===== src/rtl/ps2_pkg.sv =====
// Shared PS/2 definitions: receiver FSM states, frame constants, and the scan
// codes used by the receiver and the downstream key decoder.
package ps2_pkg;

  typedef enum logic [1:0] {
    IDLE,
    DATA,
    PARITY,
    STOP
  } ps2_state_t;

  localparam int unsigned DATA_BITS  = 8;
  localparam int unsigned FRAME_BITS = 11;

  // Prefix codes; the receiver passes them through as ordinary bytes
  localparam logic [7:0] CODE_BREAK = 8'hF0;
  localparam logic [7:0] CODE_EXT   = 8'hE0;

  // Key codes shared with the key decoder
  localparam logic [7:0] KEY_UP    = 8'h75;
  localparam logic [7:0] KEY_DOWN  = 8'h72;
  localparam logic [7:0] KEY_LEFT  = 8'h6B;
  localparam logic [7:0] KEY_RIGHT = 8'h74;
  localparam logic [7:0] KEY_SPACE = 8'h29;
  localparam logic [7:0] KEY_ESC   = 8'h76;

  // Odd parity: data plus parity bit must carry an odd number of ones
  function automatic logic parity_ok(input logic [7:0] data, input logic par);
    return ^{data, par};
  endfunction

endpackage


===== src/rtl/ps2_receiver_line_filter.sv =====
// Synchronizer plus glitch filter for one PS/2 line. The output changes only
// after FILT_LEN consecutive synchronized samples that disagree with it.
module ps2_line_filter #(
  parameter int unsigned FILT_LEN = 4
) (
  input  logic CLK,
  input  logic rst,
  input  logic line_raw,
  output logic line_filt
);

  localparam int unsigned CW = $clog2(FILT_LEN + 1);

  logic          sync1;
  logic          sync2;
  logic [CW-1:0] cnt;

  // Two-flop synchronizer followed by the run-length filter; idle level is 1
  always_ff @(posedge CLK) begin
    if (rst) begin
      sync1     <= 1'b1;
      sync2     <= 1'b1;
      line_filt <= 1'b1;
      cnt       <= '0;
    end else begin
      sync1 <= line_raw;
      sync2 <= sync1;
      if (sync2 == line_filt) begin
        cnt <= '0;
      end else if (cnt == CW'(FILT_LEN - 1)) begin
        line_filt <= sync2;
        cnt       <= '0;
      end else begin
        cnt <= cnt + CW'(1);
      end
    end
  end

endmodule


===== src/rtl/ps2_receiver.sv =====
// PS/2 keyboard receiver: filters both lines, frames 11-bit words on filtered
// PS2_CLK falling edges, checks odd parity and stop bit, and abandons stalled
// frames after TIMEOUT_CYC cycles.
module ps2_receiver
  import ps2_pkg::*;
#(
  parameter int unsigned FILT_LEN    = 4,
  parameter int unsigned TIMEOUT_CYC = 100000
) (
  input  logic        CLK,
  input  logic        rst,
  input  logic        PS2_CLK,
  input  logic        PS2_DATA,
  output logic [15:0] scan_code,
  output logic        FLAG,
  output logic        parity_err,
  output logic        frame_err
);

  localparam int unsigned TW = $clog2(TIMEOUT_CYC + 1);

  logic          clk_filt;
  logic          data_filt;
  logic          clk_filt_q;
  logic          fall;
  ps2_state_t    state;
  logic [3:0]    bit_cnt;
  logic [7:0]    shreg;
  logic          par_bit;
  logic [TW-1:0] to_cnt;

  ps2_line_filter #(.FILT_LEN(FILT_LEN)) u_clk_filt (
    .CLK       (CLK),
    .rst       (rst),
    .line_raw  (PS2_CLK),
    .line_filt (clk_filt)
  );

  ps2_line_filter #(.FILT_LEN(FILT_LEN)) u_data_filt (
    .CLK       (CLK),
    .rst       (rst),
    .line_raw  (PS2_DATA),
    .line_filt (data_filt)
  );

  assign fall = clk_filt_q & ~clk_filt;

  // Frame FSM, timeout counter and registered one-cycle status pulses
  always_ff @(posedge CLK) begin
    if (rst) begin
      clk_filt_q <= 1'b1;
      state      <= IDLE;
      bit_cnt    <= '0;
      shreg      <= '0;
      par_bit    <= 1'b0;
      to_cnt     <= '0;
      scan_code  <= '0;
      FLAG       <= 1'b0;
      parity_err <= 1'b0;
      frame_err  <= 1'b0;
    end else begin
      clk_filt_q <= clk_filt;
      FLAG       <= 1'b0;
      parity_err <= 1'b0;
      frame_err  <= 1'b0;

      if (state == IDLE || fall) begin
        to_cnt <= '0;
      end else if (to_cnt != TW'(TIMEOUT_CYC)) begin
        to_cnt <= to_cnt + TW'(1);
      end

      // A falling edge wins over a timeout expiring in the same cycle
      if (fall) begin
        case (state)
          IDLE: begin
            if (!data_filt) begin
              state   <= DATA;
              bit_cnt <= '0;
            end
          end
          DATA: begin
            shreg   <= {data_filt, shreg[7:1]};
            bit_cnt <= bit_cnt + 4'd1;
            if (bit_cnt == 4'(DATA_BITS - 1)) begin
              state <= PARITY;
            end
          end
          PARITY: begin
            par_bit <= data_filt;
            state   <= STOP;
          end
          STOP: begin
            state <= IDLE;
            if (!data_filt) begin
              frame_err <= 1'b1;
            end else if (parity_ok(shreg, par_bit)) begin
              scan_code <= {scan_code[7:0], shreg};
              FLAG      <= 1'b1;
            end else begin
              parity_err <= 1'b1;
            end
          end
          default: state <= IDLE;
        endcase
      end else if (state != IDLE && to_cnt >= TW'(TIMEOUT_CYC - 1)) begin
        state     <= IDLE;
        bit_cnt   <= '0;
        shreg     <= '0;
        frame_err <= 1'b1;
      end
    end
  end

endmodule


===== config.mk =====
export PLATFORM = sky130hd
export DESIGN_NAME = ps2_receiver
export DESIGN_NICKNAME = d
export VERILOG_FILES = /design/src/rtl/ps2_pkg.sv /design/src/rtl/ps2_receiver_line_filter.sv /design/src/rtl/ps2_receiver.sv
export SDC_FILE = /design/constraint.sdc
export NUM_CORES = 1
export LEC_CHECK = 0
export CAP_MARGIN = 20
export CORE_ASPECT_RATIO = 1.75
export CORE_MARGIN = 4
export CORE_UTILIZATION = 45
export CTS_CLUSTER_DIAMETER = 60
export CTS_CLUSTER_SIZE = 20
export DETAILED_ROUTE_END_ITERATION = 10
export PLACE_DENSITY_LB_ADDON = 0.1
export SLEW_MARGIN = 10
export SYNTH_ARGS = -nofsm -noshare
export SYNTH_HDL_FRONTEND = slang
export SYNTH_HIERARCHICAL = 1
export SYNTH_SLANG_ARGS = --single-unit

===== constraint.sdc =====
create_clock -name CLK -period 2.75 [get_ports CLK]
set_clock_uncertainty 0.05 [all_clocks]
set_input_delay 0.55 -clock CLK [delete_from_list [all_inputs] [get_ports CLK]]
set_output_delay 0.55 -clock CLK [all_outputs]
set_load 0.005 [all_outputs]

==> flow_summary.ini <==
[sta]
hold_slack_ps = 368.6
fmax_mhz = 426.5
setup_viol = 0
finalCriticalPeriod_ps = 2345
period_share_pct = 85.27
slew_viol_final = 0
slew_headroom_pct = 60.22
setup-tns-final_ps = 0
hold_violations = 0
tightest_slew_ps = 591.2
rsz0062_at_grt = false

[final_layout]
final_layout_size_suffix_gt1_share_pct = 9.172
fin_util_pct = 55.75
ff_latch_area_um2 = 1281
fin_nets = 349
fin_cells = 416
multi_input_area_um2 = 1420
n_antenna_cell = 0
fillers = 558
syn_to_final_growth_pct = 19.38

[clock_tree]
ctsHoldBuffers = 0
clock_latency_ps = 340
ctsResizeCount = 0
cts_tree = yes
post_cts_buffers = 0
htreeDepth = 3
clkSinkCount = 64
numCtsBuffers = 9
cts_root_buffer = clkbuf_8
clockBufferDepth = 2
clk_pin_slew_ps = 60

[yosys]
syn_nets = 323
synth.top_cell.area_share_pct = 45.94
synth_seq_area_share_pct = 45.94
async_reset_ff_share_pct = 0
yosysMostFrequentCell = dfxtp_1
synth_area_leaders = dfxtp_1 (46%), nand2_1 (6.9%), mux2i_1 (5.7%)
ys.flop_type = dfxtp_1
netlist.top_cell.by_area = dfxtp_1
syn_inst = 308
yosys_warnings = 6
syn_area_per_cell_um2 = 9.055
syn_area_um2 = 2789
synth-seq-cells = 64
synth_edf_count = 0
synth_common_cells = dfxtp_1 (64), nand2_1 (51), nor2_1 (25)
yosys.cell_types.count = 38

[drt]
drt_iter0_drc = 135
drt_wl_total_mm = 5.350
firstDrtPassIters = 4
ant_nets = 0
wire_per_inst_um = 12.86
drc = 0
via_per_inst = 5.127
vias = 2133

[run]
maxCapViolCount = 0

[die]
ios = 23
rows = 37
chipHeight_um = 112.1
die_x_um = 67.51
initial_core_util_pct = 46.70
die_area_um2 = 7571
core_um2 = 5972

[setup_path]
start_kind = flop
cp_max_fo = 9
end_kind = flop
worstSetupPathType = reg -> reg
cp.arrival_ps = 2500
worstPathRequired_ps = 2910
reg2reg_to = state[0]$_SDFFE_PP0P_
r2r_slack_ps = 410
reg2reg_depth = 5
rr_startpoint = to_cnt[11]$_SDFFE_PP0P_

[run_status]
status = completed

[global_routing]
antenna_found_initial = 0
grt.overflow.total = 0
grt.total_usage_pct = 16.01
first_global_vias = 2126
grt_pass1_wl_mm = 9.308
grt_max_degree = 26

[hold_path]
hold_class = reg -> reg
hold_depth = 1
min_from = u_clk_filt/sync1$_SDFF_PP1_
hold_path_end = u_clk_filt/sync2$_SDFF_PP1_

[placed_design]
dp.cells = 401
place_congestion = 0.8444
hpwl_mm = 3.846
place.port_buffers = 22

[pwr]
power_mw = 1.943
ir_drop_mv = 0.3611
powerDensity_nw_per_um2 = 583.7
leakagePower_nw = 1.149
## routing by layer
metal	vias to the layer above	global-route usage [%]	share of wire [%]
met5	-	0	0
met4	0	7.724	2.3
met3	9	4.905	3.5
met2	31	26.61	51
met1	993	17.96	43
li1	1100	-	-
## report_power, final
part / switching [mW] / internal [mW]
Combinational: 0.0375 / 0.0230
Sequential: 0.00587 / 0.934
Clock: 0.338 / 0.605
## logic make-up (layout without fill, tap and decap cells)
kind of cell | count (synthesis) | in the layout | share of synthesized area, %
flip-flops | 64 | 64 | 45.94
buffers and inverters | 22 | 52 | 3.140
multiplexers | 16 | 16 | 5.742
XOR/XNOR | 25 | 25 | 8.344
adder cells (fa/ha/maj) | 11 | 11 | 4.935
AND/OR/NAND/NOR | 129 | 129 | 22.39
AO/OA/AOI/OAI | 41 | 41 | 9.511
## final cells by class
type	count	area share [%]
clock buffer	13	5.374
sequential	64	38.48
clock inverter	2	1.804
tap	78	2.931
timing repair buffer	26	7.516
inverter	11	1.240
multi-input combinational	222	42.65
## how the worst max path moves through the flow
stage                                 start                    end  slack, ps  cells past startpoint
floorplan           to_cnt[11]$_SDFFE_PP0P_  state[0]$_SDFFE_PP0P_        560                      5
global placement    to_cnt[11]$_SDFFE_PP0P_  state[0]$_SDFFE_PP0P_        430                      5
detailed placement  to_cnt[11]$_SDFFE_PP0P_  state[0]$_SDFFE_PP0P_        400                      5
CTS                 to_cnt[11]$_SDFFE_PP0P_  state[0]$_SDFFE_PP0P_        400                      5
global route        to_cnt[11]$_SDFFE_PP0P_  shreg[6]$_SDFFE_PP0P_        250                      5
finish              to_cnt[11]$_SDFFE_PP0P_  state[0]$_SDFFE_PP0P_        410                      5
## worst max-delay path: stages, from the launching register on
cell      delay, ps
dfxtp_1         350
or4_1           540
or3_1           390
o32a_2          440
o31ai_4         380
a211oi_1         80
## placed cells by master, fill, tap and decap left out, types with 6 or more instances in the layout
| cell | n |
|---|---|
| dfxtp_1 | 64 |
| nand2_1 | 51 |
| nor2_1 | 25 |
| clkdlybuf4s50_1 | 22 |
| a21oi_1 | 21 |
| mux2i_1 | 16 |
| nand3_1 | 14 |
| xnor2_1 | 13 |
| clkbuf_8 | 13 |
| xor2_1 | 11 |
| ha_1 | 11 |
| inv_1 | 10 |
| o21ai_0 | 6 |
| nand4_1 | 6 |
## flip-flops by register name, indices dropped and copies added, names as in the netlist, 2 cells and up
name,flops
to_cnt,17
scan_code,16
shreg,8
bit_cnt,4
u_clk_filt/cnt,3
u_data_filt/cnt,3
state,2
## stage by stage
stage,area (µm²),setup WS (ps)
6_report,3329,405.1
3_3_place_gp,3090,426.2
4_1_cts,3329,396.2
2_1_floorplan,2789,561.7
3_5_place_dp,3090,403.7
5_1_grt,3329,245.4
Power figures use the tool's default switching activity.
